[src/rtl/keypad_scanner_if.sv]
// keypad_scanner_if: digit/operator/equals handshake from the keypad scanner to the calculator controller
interface keypad_scanner_if;
  logic [3:0] keypad_input;
  logic       read_input;
  logic [2:0] operator_input;
  logic       equal_input;
  logic       clear_pulse;
  modport master(output keypad_input, read_input, operator_input, equal_input, clear_pulse);
  modport slave(input keypad_input, read_input, operator_input, equal_input, clear_pulse);
endinterface

[src/rtl/keypad_scanner.sv]
// keypad_scanner: 4x4 active-low matrix scan, debounce and key decode; KEYPAD_REPEAT_EN adds digit auto-repeat
module keypad_scanner #(
  parameter int SCAN_DIV     = 1000,
  parameter int DEBOUNCE_CNT = 4,
  parameter int REPEAT_SCANS = 64
) (
  input  logic             clk,
  input  logic             nRST,
  input  logic [3:0]       col_n,
  output logic [3:0]       row_n,
  keypad_scanner_if.master kp
);
  localparam int CW = $clog2(SCAN_DIV);
  localparam int SW = $clog2(DEBOUNCE_CNT + 1);
  localparam int RW = $clog2(REPEAT_SCANS + 1);
`ifdef KEYPAD_REPEAT_EN
  localparam bit REP_EN = 1'b1;
`else
  localparam bit REP_EN = 1'b0;
`endif
  localparam logic [1:0] K_NONE = 2'd0, K_VALID = 2'd1, K_MULTI = 2'd2;
  typedef enum logic [1:0] {IDLE, CONFIRM, HELD, RELEASE} state_t;
  logic [3:0] col_s1_q, col_s1_d, col_s2_q, col_s2_d, row_n_q, row_n_d;
  logic [CW-1:0] cnt_q, cnt_d;
  logic [1:0] row_q, row_d, acc_n_q, acc_n_d, seen, kind;
  logic [3:0] acc_idx_q, acc_idx_d, idx, key_q, key_d, digit;
  logic [5:0] code_q, code_d, prev_q, prev_d;
  logic eval_q, eval_d, last, hit, stable, act, is_digit, op_key;
  logic [SW-1:0] stab_q, stab_d, stab_n;
  logic [RW-1:0] rep_q, rep_d;
  state_t st_q, st_d;
  logic [3:0] keypad_q, keypad_d;
  logic [2:0] op_latch_q, op_latch_d, operator_q, operator_d;
  logic read_q, read_d, equal_q, equal_d, clear_q, clear_d;
  // row rotation, column synchronizer and assembly of one code per full scan
  always_comb begin
    col_s1_d = col_n;
    col_s2_d = col_s1_q;
    last = cnt_q == CW'(SCAN_DIV - 1);
    cnt_d = last ? '0 : cnt_q + 1'b1;
    row_d = last ? row_q + 2'd1 : row_q;
    row_n_d = last ? {row_n_q[2:0], row_n_q[3]} : row_n_q;
    seen = acc_n_q;
    idx = acc_idx_q;
    for (int i = 0; i < 4; i++)
      if (!col_s2_q[i]) begin
        seen = (seen == 2'd2) ? 2'd2 : seen + 2'd1;
        idx = {row_q, 2'(i)};
      end
    eval_d = last && row_q == 2'd3;
    acc_n_d = eval_d ? 2'd0 : last ? seen : acc_n_q;
    acc_idx_d = last ? idx : acc_idx_q;
    code_d = !eval_d ? code_q : (seen == 2'd0) ? {K_NONE, 4'd0} : (seen == 2'd1) ? {K_VALID, idx} : {K_MULTI, 4'd0};
  end
  // stability counter, press FSM and key actions; the FSM advances only on the cycle after a scan completes
  always_comb begin
    kind = code_q[5:4];
    hit = kind == K_VALID && code_q[3:0] == key_q;
    stab_n = (kind == K_MULTI) ? '0 : (code_q != prev_q) ? SW'(1) : (stab_q == SW'(DEBOUNCE_CNT)) ? stab_q : stab_q + 1'b1;
    stable = stab_n == SW'(DEBOUNCE_CNT);
    stab_d = eval_q ? stab_n : stab_q;
    prev_d = eval_q ? code_q : prev_q;
    is_digit = key_q[1:0] != 2'd3 && key_q != 4'd12 && key_q != 4'd14;
    digit = (key_q == 4'd13) ? 4'd0 : 4'(key_q[3:2]) * 4'd3 + 4'(key_q[1:0]) + 4'd1;
    st_d = st_q;
    key_d = key_q;
    rep_d = rep_q;
    act = 1'b0;
    if (eval_q)
      case (st_q)
        IDLE: if (kind == K_VALID) begin st_d = CONFIRM; key_d = code_q[3:0]; end
        CONFIRM: begin
          st_d = !hit ? IDLE : stable ? HELD : CONFIRM;
          act = hit && stable;
          rep_d = '0;
        end
        HELD: begin
          st_d = hit ? HELD : RELEASE;
          act = REP_EN && hit && is_digit && rep_q == RW'(REPEAT_SCANS - 1);
          rep_d = (REP_EN && hit && is_digit && rep_q != RW'(REPEAT_SCANS - 1)) ? rep_q + 1'b1 : '0;
        end
        RELEASE: st_d = hit ? HELD : (kind == K_NONE && stable) ? IDLE : RELEASE;
        default: st_d = IDLE;
      endcase
    op_key = act && key_q[1:0] == 2'd3 && key_q[3:2] != 2'd3;
    read_d = act && is_digit;
    clear_d = act && key_q == 4'd12;
    keypad_d = read_d ? digit : clear_d ? 4'd0 : keypad_q;
    equal_d = (read_d || clear_d) ? 1'b0 : (act && key_q == 4'd14) ? 1'b1 : equal_q;
    op_latch_d = (clear_d || (read_d && equal_q)) ? 3'd0 : op_key ? 3'(key_q[3:2]) + 3'd2 : op_latch_q;
    operator_d = (act && key_q == 4'd15) ? 3'd1 : op_latch_d;
  end
  // all state and registered outputs
  always_ff @(posedge clk or negedge nRST)
    if (!nRST) begin
      col_s1_q <= 4'hF;
      col_s2_q <= 4'hF;
      row_n_q <= 4'b1110;
      cnt_q <= '0;
      row_q <= 2'd0;
      acc_n_q <= 2'd0;
      acc_idx_q <= 4'd0;
      code_q <= 6'd0;
      prev_q <= 6'd0;
      eval_q <= 1'b0;
      stab_q <= '0;
      rep_q <= '0;
      st_q <= IDLE;
      key_q <= 4'd0;
      keypad_q <= 4'd0;
      read_q <= 1'b0;
      op_latch_q <= 3'd0;
      operator_q <= 3'd0;
      equal_q <= 1'b0;
      clear_q <= 1'b0;
    end else begin
      col_s1_q <= col_s1_d;
      col_s2_q <= col_s2_d;
      row_n_q <= row_n_d;
      cnt_q <= cnt_d;
      row_q <= row_d;
      acc_n_q <= acc_n_d;
      acc_idx_q <= acc_idx_d;
      code_q <= code_d;
      prev_q <= prev_d;
      eval_q <= eval_d;
      stab_q <= stab_d;
      rep_q <= rep_d;
      st_q <= st_d;
      key_q <= key_d;
      keypad_q <= keypad_d;
      read_q <= read_d;
      op_latch_q <= op_latch_d;
      operator_q <= operator_d;
      equal_q <= equal_d;
      clear_q <= clear_d;
    end
  assign row_n = row_n_q;
  assign kp.keypad_input = keypad_q;
  assign kp.read_input = read_q;
  assign kp.operator_input = operator_q;
  assign kp.equal_input = equal_q;
  assign kp.clear_pulse = clear_q;
endmodule

[src/flat_wrapper.sv]
// flat-port wrapper written by rule: the top's interface ports become plain ports
module keypad_scanner_flat 
#(
  parameter int SCAN_DIV     = 1000,
  parameter int DEBOUNCE_CNT = 4,
  parameter int REPEAT_SCANS = 64
)
  (clk, nRST, col_n, row_n, kp_keypad_input, kp_read_input, kp_operator_input, kp_equal_input, kp_clear_pulse);
  keypad_scanner_if kp_i ();
  input  logic clk;
  input  logic nRST;
  input  logic [3:0] col_n;
  output logic [3:0] row_n;
  output wire logic [$bits(kp_i.keypad_input)-1:0] kp_keypad_input;
  output wire logic [$bits(kp_i.read_input)-1:0] kp_read_input;
  output wire logic [$bits(kp_i.operator_input)-1:0] kp_operator_input;
  output wire logic [$bits(kp_i.equal_input)-1:0] kp_equal_input;
  output wire logic [$bits(kp_i.clear_pulse)-1:0] kp_clear_pulse;
  assign kp_keypad_input = kp_i.keypad_input;
  assign kp_read_input = kp_i.read_input;
  assign kp_operator_input = kp_i.operator_input;
  assign kp_equal_input = kp_i.equal_input;
  assign kp_clear_pulse = kp_i.clear_pulse;
  keypad_scanner #(.SCAN_DIV(SCAN_DIV), .DEBOUNCE_CNT(DEBOUNCE_CNT), .REPEAT_SCANS(REPEAT_SCANS)) u_core (.clk(clk), .nRST(nRST), .col_n(col_n), .row_n(row_n), .kp(kp_i));
endmodule
[config.mk]
export PLATFORM = sky130hd
export DESIGN_NAME = keypad_scanner_flat
export DESIGN_NICKNAME = d
export VERILOG_FILES = /design/src/rtl/keypad_scanner_if.sv /design/src/rtl/keypad_scanner.sv /design/src/flat_wrapper.sv
export SDC_FILE = /design/constraint.sdc
export NUM_CORES = 1
export LEC_CHECK = 0
export ABC_AREA = 1
export CAP_MARGIN = 10
export CORE_UTILIZATION = 55
export CTS_BUF_LIST = sky130_fd_sc_hd__clkbuf_4
export DETAILED_ROUTE_END_ITERATION = 8
export HOLD_SLACK_MARGIN = 0.08
export PLACE_DENSITY_LB_ADDON = 0.12
export SETUP_SLACK_MARGIN = 0.1
export SYNTH_ARGS = -nofsm -noshare
export SYNTH_HDL_FRONTEND = slang
export SYNTH_SLANG_ARGS = --single-unit
export TNS_END_PERCENT = 20
[constraint.sdc]
create_clock -name clk -period 2.51 [get_ports clk]
set_clock_uncertainty 0.15 [all_clocks]
set_input_delay 0.3765 -clock clk [delete_from_list [all_inputs] [get_ports clk]]
set_output_delay 0.3765 -clock clk [all_outputs]
set_load 0.02 [all_outputs]
==> results.cfg <==
[timing]
fin_crit_ns = 2.477
slew_violations = 0
setup_violations = 0
tightest_slew_ns = 0.6224
rsz0062_at_grt = true
fmax_mhz = 403.8
setup_tns_ns = 0
finalCritPeriodShare_pct = 98.68
relSlewSlack_pct = 58.12
final_hold_viol_count = 0

[place]
port_buffers = 19
place_congestion = 0.7638
placed_cell_area_um2 = 3526
dp.final_hpwl_um = 4419

[logic_synthesis]
ys_seq_area_share_pct = 51.51
syn_area_um2 = 3184
yosysWarnings = 0
synth_area_per_cell_um2 = 8.700
synth_top_area_share_pct = 42.44
ys_top_cells_by_area = dfrtp_1, nand2_1, dfstp_2, inv_1, ha_1
ys_types = 34
syn_inst = 366
syn_nets = 386
ys_ff_latch = 65
yosys.area.top_type = dfrtp_1

[final_layout]
nFillCells = 465
drive_gt1_share_pct = 17.98
mostFrequentLayoutCells = nand2_1, dfrtp_1, inv_1, nor2_1, o21ai_0
area_growth_pct = 16.46
final_nets = 421
final_common_cell = nand2_1
antenna_cells = 0
fin_area_um2 = 3709

[power_and_ir_drop]
power_density_nw_per_um2 = 487.7
intPower_mw = 1.382
switching_share_pct = 23.61
power.share.clock_pct = 37.0
p_leak_nw = 1.809
p_sw_mw = 0.4270
ir_drop_uv = 383.8
seqPwrFrac_pct = 59.0
p_comb_share_pct = 4.0

[clock_network]
clk_latency_ns = 0.40
tritoncts = built
root_buffer = clkbuf_4
path_clk_slew_ns = 0.11
ctsLongestPathBuffers = 2
clkSinkCount = 65
h-tree-depth = 3
post-cts-setup-buffers = 0
numCtsBuffers = 9

[setup_path]
start_kind = flop
cp_cell_sequence = inv_2 -> ha_4 -> o21ai_2 -> ha_1 -> o21ai_2 -> ha_1 -> o21ai_2 -> ha_1 -> o21ai_2 -> nand3_2 -> o22ai_1
cp.required_ns = 2.69
critical_path_arrival_ns = 2.66
critPathKind = reg -> reg
critPathBufInv = 1
crit_family = adder cells
cp-end-kind = flop
cp_slowest_cell = dfrtp_1
worst_path_most_repeated_cell = o21ai_2
slowest_delay_ns = 0.39
cp_max_fo = 5

[grt]
grt_antenna_before_repair = 0
grt_pass1_vias = 2366
grt_pass1_wl_um = 10520
grt.overflow.total = 0
grt_max_degree = 44
grtUsageTotal_pct = 22.41

[route]
drt-total-wl_um = 5975
post_drt_wl_per_cell_um = 12.50
drtIter0Drc = 112
drc_errors = 0
vias_per_cell = 5.151
via_count = 2462
first_pass_iters = 4
final_antenna_net_count = 0

[die]
row_count = 27
die_width_um = 78.09
die_h_um = 78.09
die_area_um2 = 6098
core-area_um2 = 5540
io-pin-count = 20
start_util_pct = 57.48

[worst_hold_path]
hold_class = reg -> reg

[status]
status = finished clean

[run]
drv.max_cap_violation_count = 0
## metal layers
metal  wire length [µm]  track usage, %  vias to the layer above
li1                   -               -                     1246
met1               2707           26.68                     1168
met2               3021           39.65                       39
met3                163           5.233                        9
met4                 82           7.778                        0
met5                  0               0                        -
## cells in the mapped netlist
cell type and count:
clkinv_1 1, or2_2 2, inv_2 7, a2bb2oi_1 1, nand2_1 102, nand3_2 2, a21oi_1 11, xnor2_1 3
nor3_1 5, nand3_1 15, a21oi_4 1, nor4_1 3, nand2_2 3, dfstp_2 11, o21ai_0 26, clkbuf_1 4
a22oi_1 1, a21oi_2 1, o22ai_1 6, a31o_2 1, nor2_4 3, inv_1 44, xor2_1 1, dfrtp_1 54
o21ai_1 5, nor2_1 24, a21o_1 1, a21boi_0 1, fa_1 2, nor2_2 4, ha_1 12, nand4_1 5
nand4_4 2, mux2i_1 2
## sequential cells by signal, indices dropped and copies added, names as in the netlist
| register | flops |
|---|---|
| u_core.eval_q | 1 |
| u_core.prev_q | 6 |
| u_core.cnt_q | 10 |
| u_core.kp.operator_input | 3 |
| u_core.col_s2_q | 4 |
| u_core.op_latch_q | 3 |
| u_core.acc_idx_q | 4 |
| u_core.kp.read_input | 1 |
| u_core.acc_n_q | 2 |
| u_core.kp.clear_pulse | 1 |
| u_core.row_q | 2 |
| u_core.key_q | 4 |
| u_core.st_q | 2 |
| u_core.row_n | 4 |
| u_core.stab_q | 3 |
| u_core.kp.keypad_input | 4 |
| u_core.code_q | 6 |
| u_core.kp.equal_input | 1 |
| u_core.col_s1_q | 4 |
## worst paths after layout
kind / slack (ns) / cells after the start / from / endpoint
max: 0.03 / 11 / u_core.acc_n_q[1] / u_core.code_q[2]
min: 0.20 / 0 / u_core.col_s1_q[0] / u_core.col_s2_q[0]
max reg2reg: 0.03 / 11 / u_core.acc_n_q[1] / u_core.code_q[2]
min reg2reg: 0.20 / 0 / u_core.col_s1_q[0] / u_core.col_s2_q[0]
max in group asynchronous: 1.17 / 3 / nRST / u_core.col_s1_q[0]
min in group asynchronous: 0.34 / 2 / nRST / u_core.kp.clear_pulse
## layout make-up
type	instances	area [µm²]	area share (%)
flip-flops and latches	65	1640	44.23
multi-input cells	245	1386	37.38
repair buffers	28	267.8	7.220
inverters	52	195.2	5.263
well taps	72	90.09	2.429
clock buffers	9	67.56	1.822
clock inverters	7	61.31	1.653
## power groups by stage
stage | combinational, mW | sequential (mW) | clock, mW
2_1_floorplan | 0.0253 | 1.08 | 0
3_3_place_gp | 0.0635 | 1.08 | 0
3_5_place_dp | 0.0664 | 1.09 | 0
4_1_cts | 0.0721 | 1.07 | 0.685
5_1_grt | 0.0824 | 1.07 | 0.738
6_report | 0.0726 | 1.07 | 0.670
## stage by stage
stage,cells,setup WS [ns],utilization [%],total power [mW],hold WS [ns]
2_1_floorplan,366,0.08544,-,1.109,-0.06909
3_3_place_gp,461,0.01122,63.64,1.148,0.1959
3_5_place_dp,461,-0.09741,63.64,1.151,0.1968
4_1_cts,478,0.03081,66.76,1.823,0.2071
5_1_grt,478,-0.1082,66.94,1.888,0.1916
6_report,478,0.03323,66.94,1.809,0.1964
## kinds of logic (layout without fill, tap and decap cells)
family	count (synthesis)	in the layout	synth area share (%)
simple gates	170	170	24.36
flops	65	65	51.51
buf+inv	56	96	6.601
compound gates	55	55	9.823
fa+ha+maj	14	14	5.972
xor+xnor	4	4	1.100
mux	2	2	0.6287
## timing repair
action	in CTS	in global routing
gates resized for setup	10	2
pin swaps	0	1
hold buffers	1	0
setup endpoints to repair	8	8
hold endpoints to repair	22	0
Power figures use the tool's default switching activity.
